**src/rtl/sobel_pkg.sv**
```systemverilog
// Shared widths, pipeline latency and helpers for the 3x3 Sobel edge detector.
package sobel_pkg;

  localparam int SUM_W    = 10;
  localparam int MAG_W    = 11;
  localparam int PIPE_LAT = 4;

  function automatic logic [SUM_W-1:0] sobel_absdiff(input logic [SUM_W-1:0] a,
                                                     input logic [SUM_W-1:0] b);
    return (a >= b) ? (a - b) : (b - a);
  endfunction

endpackage

```
**src/rtl/sync_delay_line.sv**
```systemverilog
// Fixed-depth shift register with async active-low clear, used to keep
// sync signals aligned with pipelined data.
module sync_delay_line #(
  parameter int DEPTH = 4,
  parameter int WIDTH = 1
) (
  input  logic             clk,
  input  logic             rst_n,
  input  logic [WIDTH-1:0] din,
  output logic [WIDTH-1:0] dout
);

  logic [WIDTH-1:0] pipe [DEPTH];

  always_ff @(posedge clk or negedge rst_n) begin
    if (!rst_n) begin
      for (int i = 0; i < DEPTH; i++) pipe[i] <= '0;
    end else begin
      pipe[0] <= din;
      for (int i = 1; i < DEPTH; i++) pipe[i] <= pipe[i-1];
    end
  end

  assign dout = pipe[DEPTH-1];

endmodule

```
**src/rtl/sobel_edge_detect_3x3.sv**
```systemverilog
// 4-stage Sobel |Gx|+|Gy| edge detector on a 3x3 window stream.
// Optional per-frame edge counter enabled by defining SOBEL_EDGE_COUNT_EN.
module sobel_edge_detect_3x3
  import sobel_pkg::*;
#(
  parameter logic [9:0] IMG_HDISP = 10'd640,
  parameter logic [9:0] IMG_VDISP = 10'd480,
  parameter int         CNT_W     = 21
) (
  input  logic             clk,
  input  logic             rst_n,
  input  logic             matrix_frame_vsync,
  input  logic             matrix_frame_href,
  input  logic [7:0]       matrix_p11,
  input  logic [7:0]       matrix_p12,
  input  logic [7:0]       matrix_p13,
  input  logic [7:0]       matrix_p21,
  input  logic [7:0]       matrix_p22,
  input  logic [7:0]       matrix_p23,
  input  logic [7:0]       matrix_p31,
  input  logic [7:0]       matrix_p32,
  input  logic [7:0]       matrix_p33,
  input  logic [7:0]       Sobel_Threshold,
  output logic             post_frame_vsync,
  output logic             post_frame_href,
  output logic [7:0]       post_img_Gray,
  output logic             post_img_Bit,
  output logic [CNT_W-1:0] frame_edge_cnt
);

  localparam int unsigned PIX_TOTAL = 32'(IMG_HDISP) * 32'(IMG_VDISP);
  localparam int unsigned CNT_CAP   = 32'd1 << CNT_W;

  if (CNT_CAP <= PIX_TOTAL) begin : g_cnt_w_check
    $error("CNT_W too small for IMG_HDISP*IMG_VDISP");
  end

  function automatic logic [SUM_W-1:0] wsum(input logic [7:0] a,
                                            input logic [7:0] b,
                                            input logic [7:0] c);
    return {2'b00, a} + {1'b0, b, 1'b0} + {2'b00, c};
  endfunction

  logic [SUM_W-1:0] gx_p, gx_n, gy_p, gy_n;
  logic [SUM_W-1:0] abs_gx, abs_gy;
  logic [MAG_W-1:0] mag;
  logic [7:0]       thr;
  logic [1:0]       sync_d3;

  // The datapath runs every cycle; href only gates the final outputs.
  always_ff @(posedge clk or negedge rst_n) begin
    if (!rst_n) begin
      gx_p   <= '0;
      gx_n   <= '0;
      gy_p   <= '0;
      gy_n   <= '0;
      abs_gx <= '0;
      abs_gy <= '0;
      mag    <= '0;
      thr    <= '0;
    end else begin
      gx_p   <= wsum(matrix_p13, matrix_p23, matrix_p33);
      gx_n   <= wsum(matrix_p11, matrix_p21, matrix_p31);
      gy_p   <= wsum(matrix_p31, matrix_p32, matrix_p33);
      gy_n   <= wsum(matrix_p11, matrix_p12, matrix_p13);
      abs_gx <= sobel_absdiff(gx_p, gx_n);
      abs_gy <= sobel_absdiff(gy_p, gy_n);
      mag    <= {1'b0, abs_gx} + {1'b0, abs_gy};
      thr    <= Sobel_Threshold;
    end
  end

  sync_delay_line #(
    .DEPTH (PIPE_LAT - 1),
    .WIDTH (2)
  ) u_sync_delay (
    .clk   (clk),
    .rst_n (rst_n),
    .din   ({matrix_frame_vsync, matrix_frame_href}),
    .dout  (sync_d3)
  );

  // Last stage registers sync and data together so all outputs share latency.
  always_ff @(posedge clk or negedge rst_n) begin
    if (!rst_n) begin
      post_frame_vsync <= 1'b0;
      post_frame_href  <= 1'b0;
      post_img_Gray    <= 8'd0;
      post_img_Bit     <= 1'b0;
    end else begin
      post_frame_vsync <= sync_d3[1];
      post_frame_href  <= sync_d3[0];
      post_img_Gray    <= sync_d3[0] ? ((mag > MAG_W'(255)) ? 8'hFF : mag[7:0]) : 8'd0;
      post_img_Bit     <= sync_d3[0] & (mag > {3'b000, thr});
    end
  end

`ifdef SOBEL_EDGE_COUNT_EN
  logic [CNT_W-1:0] run_cnt, run_next, edge_cnt;
  logic             vs_prev, edge_hit;

  always_comb begin
    edge_hit = post_frame_href & post_img_Bit;
    run_next = run_cnt;
    if (edge_hit && (run_cnt != '1)) run_next = run_cnt + CNT_W'(1);
  end

  // Frame end is the vsync fall; the edge seen in that cycle is included.
  always_ff @(posedge clk or negedge rst_n) begin
    if (!rst_n) begin
      run_cnt  <= '0;
      edge_cnt <= '0;
      vs_prev  <= 1'b0;
    end else begin
      vs_prev <= post_frame_vsync;
      if (vs_prev && !post_frame_vsync) begin
        edge_cnt <= run_next;
        run_cnt  <= '0;
      end else begin
        run_cnt  <= run_next;
      end
    end
  end

  assign frame_edge_cnt = edge_cnt;
`else
  assign frame_edge_cnt = '0;
`endif

endmodule

```
**config.mk**
```make
export PLATFORM = sky130hd
export DESIGN_NAME = sobel_edge_detect_3x3
export DESIGN_NICKNAME = d
export VERILOG_FILES = /design/src/rtl/sobel_pkg.sv /design/src/rtl/sync_delay_line.sv /design/src/rtl/sobel_edge_detect_3x3.sv
export SDC_FILE = /design/constraint.sdc
export NUM_CORES = 1
export LEC_CHECK = 0
export CAP_MARGIN = 20
export CORE_ASPECT_RATIO = 1.5
export CORE_MARGIN = 2
export CORE_UTILIZATION = 45
export CTS_CLUSTER_DIAMETER = 30
export CTS_CLUSTER_SIZE = 28
export DETAILED_ROUTE_END_ITERATION = 10
export PLACE_DENSITY = 0.81
export SETUP_SLACK_MARGIN = 0.05
export SLEW_MARGIN = 25
export SYNTH_ARGS = -nofsm -noshare
export SYNTH_HDL_FRONTEND = slang
export SYNTH_SLANG_ARGS = --single-unit
export TNS_END_PERCENT = 50
```
**constraint.sdc**
```tcl
create_clock -name clk -period 3.6 [get_ports clk]
set_input_delay 1.08 -clock clk [delete_from_list [all_inputs] [get_ports clk]]
set_output_delay 1.08 -clock clk [all_outputs]
set_load 0.03 [all_outputs]
```
# After elaboration in Yosys (flattened, before gate mapping)
# Index checks and enable logic that the tools add are counted.
totals:
  word_cells: 37
  in_bits: 84
  register_bits: 96
op_classes:
  order_cmp: 4
  add_sub_neg: 13
  muxes: 4
  bitwise: 1
ops:
  columns: ["op", "count"]
  rows:
  - ["$add A10 B8 Y10", 4]
  - ["$add A8 B9 Y10", 4]
  - ["$sub A10 B10 Y10", 4]
  - ["$ge A10 B10 Y1", 2]
  - ["$mux W10", 2]
  - ["$mux W8", 2]
  - ["$add A10 B10 Y11", 1]
  - ["$gt A11 B8 Y1", 1]
  - ["$gt A11 B8 Y1 const B", 1]
  - ["$and A1 B1 Y1", 1]

# Depth between registers and ports, before layout
# Gate-level depths: netlist (run 1).
logic_depth:
  ltp_word: 3
  ltp_mapped: 12

# Hierarchy
# From an unflattened synthesis (run 1), not the netlist that was laid out.
unflattened:
  cells_unflattened: 610
  hier_area_um2: 6610.1
by_module_without_submodules:
  columns: ["mod", "area_each_um2", "cells_per_inst", "seq_area_each_um2", "instances"]
  rows:
  - ["sobel_edge_detect_3x3", 6444.9, 602, 2252.2, 1]
  - ["sync_delay_line", 165.2, 8, 150.1, 1]

# Least setup slack after synthesis (run 1)
# OpenSTA, ideal clock, no wires.
synth_path:
  kind: "input to register"
  start: "input port matrix_p11[1]"
  end: "register gy_n[9]"
  setup_time_ns: 0.131
  required_ns: 3.469
  stages: 10
  n_path_buf: 0
  arrival_time_ns: 3.019
  slack_ns: 0.450
  cell_sequence: "inv_1 > fa_1 > inv_1 > ha_1 > fa_1 > a21o_1 > a21oi_1 > o21bai_1 > a21oi_1 > o21ai_0"
synth_via:
  elab_chain_len: 2
synth_lines:
  columns: ["item", "line_no", "text"]
  rows:
  - ["start, declared", "sobel_edge_detect_3x3.sv:14", "input logic [7:0] matrix_p11,"]
  - ["$add A8 B9 Y10", "sobel_edge_detect_3x3.sv:41", "return {2'b00, a} + {1'b0, b, 1'b0} + {2'b00, c};"]
  - ["$add A10 B8 Y10", "sobel_edge_detect_3x3.sv:41", null]
  - ["end signal, assigned", "sobel_edge_detect_3x3.sv:65", "gy_n <= wsum(matrix_p11, matrix_p12, matrix_p13);"]
  - ["end, declared", "sobel_edge_detect_3x3.sv:44", "logic [SUM_W-1:0] gx_p, gx_n, gy_p, gy_n;"]
# Every way passes these cells.

# Worst setup path in the final report (run 1)
layout_path:
  start: "input port matrix_p13[1]"
  end: "register gx_p[9]"
layout_via:
  elab_chain_len: 2
layout_lines:
  columns: ["item", "line_no", "text"]
  rows:
  - ["start, declared", "sobel_edge_detect_3x3.sv:16", "input logic [7:0] matrix_p13,"]
  - ["$add A8 B9 Y10", "sobel_edge_detect_3x3.sv:41", null]
  - ["$add A10 B8 Y10", "sobel_edge_detect_3x3.sv:41", null]
  - ["end signal, assigned", "sobel_edge_detect_3x3.sv:62", "gx_p <= wsum(matrix_p13, matrix_p23, matrix_p33);"]
  - ["end, declared", "sobel_edge_detect_3x3.sv:44", null]
# Every way passes these cells.

==> results.json, run 1 <==
{
  "setup.worst_path.class": "in -> reg",
  "io_buffers": 86,
  "total_power_mw": 6.12,
  "p_comb_share_pct": 57.7,
  "worst_setup_path_start_kind": "input pin",
  "cts-root-buf": "clkbuf_16",
  "cts_buffers": 9,
  "slew_headroom_pct": 60.6,
  "core_um2": 14600,
  "power_density_nw_per_um2": 752,
  "p_sw_share_pct": 41.6,
  "clk_latency_ps": 340,
  "post_cts_resized": 0,
  "fin_worst_skew_ps": 6.58,
  "grt.busiest_layer": "met2",
  "first_iter_violations": 183,
  "die_w_um": 104,
  "status": "finished, final reports clean",
  "nFillCells": 1293,
  "die_height_um": 154,
  "antenna_found_initial": 0,
  "synth.ff_latch_count": 96,
  "fmax_mhz": 295,
  "ys_seq_area_share_pct": 35.6,
  "power.internal_mw": 3.57,
  "power.switching_mw": 2.55,
  "layout_min_cycle_time_ps": 3380,
  "dieArea_um2": 16000,
  "clkTransAtPathRegs_ps": 70,
  "setup_violations": 0,
  "syn_inst": 631,
  "grt.met3_usage_pct": 3.05,
  "clk_path_buf_depth": 2,
  "final_area_um2": 8140,
  "whs_ps": 349,
  "ys.warnings.count": 0,
  "synth_area_um2": 6740,
  "grt_pass1_vias": 4826,
  "drv_slew": 0,
  "dp.cells": 919,
  "total_leakage_power_nw": 3.97,
  "cp.required_ps": 3830,
  "hpwlAfterDp_mm": 11.1,
  "h-tree-depth": 3,
  "grt_use_met1_pct": 18.6,
  "clockPowerShare_pct": 15.0,
  "final_cell_mix": "dfrtp_1 (96), ha_1 (92), clkdlybuf4s50_1 (85)",
  "n_antenna_cell": 0,
  "min_from": "u_sync_delay.dout[1]",
  "synth.distinct_cells": 48,
  "finalNonFillerCells": 935,
  "tightest_slew_ps": 590,
  "overflow": 0,
  "grt_max_degree": 47,
  "area_growth_pct": 20.8,
  "drc_errors": 0,
  "cts_tree": "yes",
  "rows": 54,
  "place_area_um2": 7850,
  "vdd_drop_max_mv": 0.358,
  "rr_startpoint": "gx_p[0]",
  "grt_pass1_wl_mm": 22.3,
  "avgSynthCellArea_um2": 10.7,
  "r2r_end": "abs_gx[8]",
  "hold_violations": 0,
  "synthArstFlopShare_pct": 100,
  "place.gp.congestion": 0.912,
  "critPathCaptureType": "flop",
  "rr_worst_depth": 9,
  "whs_endpoint": "post_frame_vsync",
  "wl_per_cell_um": 14.2,
  "post-route-period-util_pct": 94.0,
  "layout_commonest_cell": "dfrtp_1",
  "hp-class": "reg -> reg",
  "first_pass_iters": 5,
  "reg2reg_setup_slack_ps": 830,
  "rsz0062_at_grt": "true",
  "ctsHoldBuffers": 0,
  "totalWireLength_mm": 13.3,
  "p_seq_share_pct": 27.3,
  "synth_edf_count": 0,
  "vias_per_cell": 4.99,
  "initial_core_util_pct": 46.2,
  "pin_count": 116,
  "path_max_fanout": 2,
  "hold_depth": 0,
  "final.setup.tns_ps": 0,
  "layout-drive-gt1-share_pct": 5.28,
  "cts_setup_buffers": 0,
  "antenna_left": 0,
  "cts.sinks": 96,
  "synth_ff_type": "dfrtp_1",
  "grt.total_usage_pct": 17.5,
  "final_nets": 947,
  "arrival_ps": 3610,
  "maxCapViolCount": 0,
  "grtUsageMet2_pct": 34.1,
  "vias": 4663
}
## logic make-up after synthesis
family	Yosys count	share of synthesized area (%)
muxes	17	2.52
adders and majority gates	129	28.1
and+or+nand+nor	90	6.87
AOI/OAI and AO/OA	136	12.9
buffers and inverters	115	7.82
other	1	0.0556
DFF	96	35.6
xor gates and xnor gates	47	6.11
## flip-flops by register name (all words and copies together), names as in the netlist
name / flops
abs_gx: 10
gx_p: 10
post_img_Gray: 8
thr: 8
u_sync_delay.dout: 2
post_frame_href: 1
post_img_Bit: 1
gy_p: 10
gx_n: 10
u_sync_delay.pipe: 4
post_frame_vsync: 1
gy_n: 10
abs_gy: 10
mag: 11
## per-layer routing
metal | vias up | wire (um)
li1 | 2297 | -
met1 | 2197 | 4990
met2 | 140 | 7320
met3 | 29 | 620
met4 | 0 | 369
met5 | - | 0
## worst max path at each step
stage,slack (ps),end,start,cells after the start
floorplan,450,gy_n[9],matrix_p11[1],10
global placement,-150,gy_n[9],matrix_p11[1],11
detailed placement,-170,gx_p[9],matrix_p13[1],11
CTS,200,gx_p[9],matrix_p13[1],11
global route,30,gx_p[9],matrix_p13[1],11
finish,220,gx_p[9],matrix_p13[1],11
## power by group through the flow
stage                     Clock [mW]  Combinational, mW  Sequential [mW]
final                          0.919               3.54             1.67
after global routing           0.984               3.97             1.71
after CTS                      0.940               3.54             1.68
after detailed placement           0               3.51             1.70
after global placement             0               3.45             1.68
after floorplan                    0               2.72             1.66
## worst max-delay path, cell delays in order
cell             delay (ps)
clkdlybuf4s50_1         450
inv_1                    90
fa_1                    540
inv_1                    40
ha_1                    220
fa_1                    410
a21o_1                  180
a21oi_1                 180
o21bai_1                 90
a21oi_1                 210
o21ai_0                 110
## stage by stage
stage / utilization [%] / worst slack, ps
3_5_place_dp: 53.8 / -171
4_1_cts: 55.8 / 196
3_3_place_gp: 53.8 / -152
2_1_floorplan: - / 450
5_1_grt: 55.8 / 28.3
6_report: 55.8 / 215
## cells in the mapped netlist, drive strengths merged, types with 2 or more instances
cell      n  share of area (%)
a21oi    43                3.2
nand3     5               0.37
mux2i    17                2.5
a31oi     7               0.65
buf      27                2.9
a211o     2               0.26
xor2     17                2.2
clkbuf    4               0.22
and3      2               0.19
o41ai     3               0.39
nand2b    6               0.56
ha       92                 17
and4      3               0.39
nand2    21                1.2
nor2     21                1.3
o21ai    28                2.1
a221oi    3               0.48
fa       37                 11
inv      84                4.7
nor3      8               0.59
a2111oi   2               0.26
nand4     4               0.37
dfrtp    96                 36
o21bai    4               0.45
o21a     15                1.7
nor2b    16                1.5
xnor2    30                3.9
a21o     20                2.2
## area by class of cell
| class | count | area, um^2 | area share (%) |
|---|---|---|---|
| repair buffers | 103 | 998 | 12.3 |
| multi-input cells | 440 | 3890 | 47.8 |
| well taps | 196 | 245 | 3.01 |
| clock buffers | 10 | 239 | 2.93 |
| inverters | 84 | 315 | 3.87 |
| flip-flops and latches | 96 | 2400 | 29.5 |
| clock inverters | 6 | 52.6 | 0.645 |
Power figures use the tool's default switching activity.
==> inputs of run 2 (changes only) <==
RECOVER_POWER = 50   (was default)
clock period = 4 ns   (was 3.6 ns; I/O delays follow)
==> results.json, run 2 (synthesis results as in run 1) <==
{
  "fin_worst_skew_ps": 6.62,
  "worst_setup_path_start_kind": "input pin",
  "layout-drive-gt1-share_pct": 3.04,
  "slew_headroom_pct": -5.11,
  "totalWireLength_mm": 13.6,
  "rr_startpoint": "gx_p[0]",
  "clk_path_buf_depth": 2,
  "path_max_fanout": 2,
  "power.internal_mw": 3.30,
  "h-tree-depth": 3,
  "p_sw_share_pct": 40.9,
  "io_buffers": 86,
  "largest_register_ffs": 11,
  "layout_commonest_cell": "dfrtp_1",
  "multi_input_area_um2": 3890,
  "grt_pass1_vias": 4806,
  "setup_violations": 0,
  "violations": "capacitance limit, slew limit",
  "clk_latency_ps": 350,
  "top_register": "mag",
  "cp.required_ps": 4200,
  "arrival_ps": 3780,
  "final_cell_mix": "dfrtp_1 (96), ha_1 (92), inv_1 (84)",
  "wl_per_cell_um": 14.8,
  "reg2reg_setup_slack_ps": 1270,
  "place.gp.congestion": 0.929,
  "dp.cells": 905,
  "antenna_left": 0,
  "total_power_mw": 5.59,
  "grt.total_usage_pct": 18.0,
  "p_seq_share_pct": 26.9,
  "clockPowerShare_pct": 16.8,
  "setup.worst_path.class": "in -> reg",
  "pin_count": 116,
  "tightest_slew_ps": 1580,
  "rsz0062_at_grt": "false",
  "drv_slew": 65,
  "place_ws_ps": 39.4,
  "finalNonFillerCells": 920,
  "layout_min_cycle_time_ps": 3580,
  "antenna_found_initial": 0,
  "n_antenna_cell": 0,
  "initial_core_util_pct": 46.2,
  "first_iter_violations": 181,
  "grt_pass1_wl_mm": 22.5,
  "place_area_um2": 7730,
  "maxCapViolCount": 1,
  "status": "finished, violations left",
  "overflow": 0,
  "crit_start": "matrix_p11[1]",
  "post_cts_resized": 0,
  "cts_tree": "yes",
  "power_density_nw_per_um2": 695,
  "drc_errors": 0,
  "die_height_um": 154,
  "first_pass_iters": 7,
  "fmax_mhz": 279,
  "cts_setup_buffers": 0,
  "rows": 54,
  "setup_slack_ps": 418,
  "core_um2": 14600,
  "vdd_drop_max_mv": 0.282,
  "die_w_um": 104,
  "vias_per_cell": 5.02,
  "p_comb_share_pct": 56.4,
  "total_leakage_power_nw": 3.91,
  "dieArea_um2": 16000,
  "area_growth_pct": 19.4,
  "final.setup.tns_ps": 0,
  "min_from": "u_sync_delay.pipe[3]",
  "hp-class": "reg -> reg",
  "final_nets": 933,
  "critPathCaptureType": "flop",
  "grt_max_degree": 65,
  "clkTransAtPathRegs_ps": 70,
  "power.switching_mw": 2.29,
  "cts-root-buf": "clkbuf_16",
  "vias": 4618,
  "cts.sinks": 96,
  "cts_buffers": 9,
  "final_area_um2": 8050,
  "post-route-period-util_pct": 89.5,
  "nFillCells": 1312,
  "ctsHoldBuffers": 0,
  "regArea_um2": 2400,
  "hold_violations": 0,
  "hpwlAfterDp_mm": 11.3
}
-- run 2: cell count changes in the layout (fill, tap and decap cells not counted) --
cell             delta
a21oi_2             -1
inv_8               -1
clkbuf_2            +1
inv_6               +1
a21oi_1             +1
buf_12              -1
dlygate4sd3_1      +12
clkbuf_1            +1
clkdlybuf4s50_1    -12
bufinv_16           +2
clkinv_2            -1
buf_4              -15
clkinv_4            -2
-- run 2: metal layers --
| layer | track usage, % | wire length [um] |
|---|---|---|
| met5 | 0 | 0 |
| met4 | 8.94 | 554 |
| met3 | 3.65 | 653 |
| met2 | 34.7 | 7570 |
| met1 | 18.1 | 4860 |
-- run 2: power groups by stage --
stage / logic [mW] / clock network, mW / registers [mW]
3_3_place_gp: 3.08 / 0 / 1.51
2_1_floorplan: 2.45 / 0 / 1.50
3_5_place_dp: 3.14 / 0 / 1.52
5_1_grt: 3.56 / 0.998 / 1.54
4_1_cts: 3.17 / 0.953 / 1.51
6_report: 3.15 / 0.939 / 1.50
-- run 2: final cells by class --
cell class,instances,area share [%]
multi-input cells,440,48.3
flip-flops and latches,96,29.8
repair buffers,89,10.9
inverters,84,3.92
well taps,196,3.05
clock buffers,10,2.97
clock inverters,5,1.09
-- run 2: through the flow --
| step | utilization (%) | hold WS, ps |
|---|---|---|
| floorplan | - | 331 |
| global placement | 53.0 | 335 |
| detailed placement | 53.0 | 336 |
| CTS | 55.2 | 355 |
| global route | 55.2 | 358 |
| finish | 55.2 | 352 |
-- run 2: critical path: stages --
cell and delay (ps):
clkdlybuf4s50_1 450, inv_1 70, fa_1 530, inv_1 40, ha_1 220, fa_1 410
a21o_1 180, a21oi_1 170, o21bai_1 80, a21oi_1 240, o21ai_0 190
-- run 2: worst paths after layout --
path                       depth (start not counted)              endpoint
min reg2reg                                        0  u_sync_delay.dout[1]
max                                               11               gy_n[9]
min in group asynchronous                          1               gx_p[6]
max reg2reg                                        9             abs_gx[8]
max in group asynchronous                          2             abs_gx[0]
min                                                0  u_sync_delay.dout[1]
==> inputs of run 3 (changes only) <==
CORE_UTILIZATION = 58   (was 45)
PLACE_DENSITY = 0.95   (was 0.81)
==> results.json, run 3 (synthesis results as in run 1) <==
{
  "reg2reg_setup_slack_ps": 1190,
  "cp.required_ps": 4250,
  "slew_headroom_pct": -0.420,
  "layout_commonest_cell": "dfrtp_1",
  "grt_pass1_wl_mm": 25.2,
  "cts_buffers": 9,
  "crit_start": "matrix_p13[1]",
  "initial_core_util_pct": 59.1,
  "power_density_nw_per_um2": 715,
  "n_antenna_cell": 0,
  "vias": 4878,
  "grtUsageMet2_pct": 51.8,
  "largest_register_ffs": 11,
  "core_um2": 11400,
  "rsz0062_at_grt": "false",
  "place.gp.congestion": 1.04,
  "min_from": "u_sync_delay.pipe[2]",
  "maxCapViolCount": 1,
  "power.switching_mw": 2.39,
  "rr_worst_depth": 8,
  "hpwlAfterDp_mm": 12.5,
  "final_cell_mix": "dfrtp_1 (96), ha_1 (92), inv_1 (84)",
  "top_register": "mag",
  "hold_violations": 0,
  "final_nets": 933,
  "status": "finished, violations left",
  "power.internal_mw": 3.33,
  "p_seq_share_pct": 26.4,
  "p_comb_share_pct": 57.3,
  "violations": "capacitance limit, slew limit",
  "grt_max_degree": 65,
  "grt.met3_usage_pct": 3.66,
  "p_sw_share_pct": 41.8,
  "fmax_mhz": 276,
  "layout_min_cycle_time_ps": 3630,
  "cts-root-buf": "clkbuf_16",
  "critPathCaptureType": "flop",
  "total_power_mw": 5.72,
  "r2r_end": "abs_gx[9]",
  "final_area_um2": 8000,
  "layout-drive-gt1-share_pct": 3.04,
  "cts_tree": "yes",
  "rows": 48,
  "h-tree-depth": 3,
  "drv_slew": 64,
  "arrival_ps": 3880,
  "hp-class": "reg -> reg",
  "clk_path_buf_depth": 2,
  "post-route-period-util_pct": 90.7,
  "io_buffers": 86,
  "grt.busiest_layer": "met2",
  "vias_per_cell": 5.58,
  "dieArea_um2": 12500,
  "totalWireLength_mm": 15.2,
  "antenna_left": 0,
  "total_leakage_power_nw": 3.91,
  "first_iter_violations": 347,
  "first_pass_iters": 5,
  "ctsHoldBuffers": 0,
  "clk_latency_ps": 340,
  "clockPowerShare_pct": 16.3,
  "final.setup.tns_ps": 0,
  "worst_setup_path_start_kind": "input pin",
  "area_growth_pct": 18.6,
  "overflow": 0,
  "tightest_slew_ps": 1510,
  "wl_per_cell_um": 17.4,
  "path_max_fanout": 2,
  "drc_errors": 0,
  "fin_worst_skew_ps": 8.13,
  "die_w_um": 92.0,
  "setup_violations": 0,
  "setup.worst_path.class": "in -> reg",
  "clkTransAtPathRegs_ps": 60,
  "grt_pass1_vias": 5294,
  "cts.sinks": 96,
  "grt_use_met1_pct": 25.6,
  "endpoint": "gx_p[7]",
  "cts_setup_buffers": 0,
  "antenna_found_initial": 0,
  "whs_ps": 351,
  "place_area_um2": 7670,
  "pin_count": 116,
  "die_height_um": 136,
  "grt.total_usage_pct": 26.1,
  "vdd_drop_max_mv": 0.344,
  "rr_startpoint": "gx_p[6]",
  "post_cts_resized": 0,
  "post-route-util_pct": 70.1
}
[run 3: cell count changes in the layout (fill, tap and decap cells not counted)]
cell and delta:
clkbuf_8 +1, inv_8 -1
[run 3: layout make-up]
cell class	count	area (um^2)
flip-flops and latches	96	2400
repair buffers	89	875
inverters	84	315
fillers	786	3420
clock buffers	11	253
clock inverters	4	76.3
well taps	150	188
multi-input cells	440	3890
[run 3: critical path: stages]
cell             delay (ps)
clkdlybuf4s50_1         460
inv_1                    80
fa_1                    550
inv_1                    50
ha_1                    220
fa_1                    420
a21o_1                  170
a21oi_1                 230
o21bai_1                 90
a21oi_1                 220
xnor2_1                 170
[run 3: power groups by stage]
| stage | registers (mW) | clock network (mW) | logic [mW] |
|---|---|---|---|
| final | 1.51 | 0.934 | 3.27 |
| after global routing | 1.54 | 0.983 | 3.63 |
| after CTS | 1.51 | 0.941 | 3.22 |
| after detailed placement | 1.53 | 0 | 3.19 |
| after global placement | 1.50 | 0 | 3.01 |
| after floorplan | 1.50 | 0 | 2.45 |
[run 3: how the worst min path moves through the flow]
stage | end | cells past startpoint | slack, ps
2_1_floorplan | post_frame_vsync | 0 | 330
3_3_place_gp | u_sync_delay.dout[1] | 0 | 340
3_5_place_dp | u_sync_delay.dout[0] | 0 | 340
4_1_cts | u_sync_delay.dout[0] | 0 | 360
5_1_grt | u_sync_delay.dout[0] | 0 | 370
6_report | u_sync_delay.dout[0] | 0 | 350
[run 3: metrics by stage]
step	instances	setup WS, ps
after floorplan	651	730
after global placement	859	120
after detailed placement	859	33.0
after CTS	874	390
after global routing	874	249
final	874	373
[run 3: routing by layer]
metal / vias up / share of wire (%)
li1: 2265 / -
met1: 2353 / 34
met2: 212 / 57
met3: 48 / 4.3
met4: 0 / 5.2
met5: - / 0
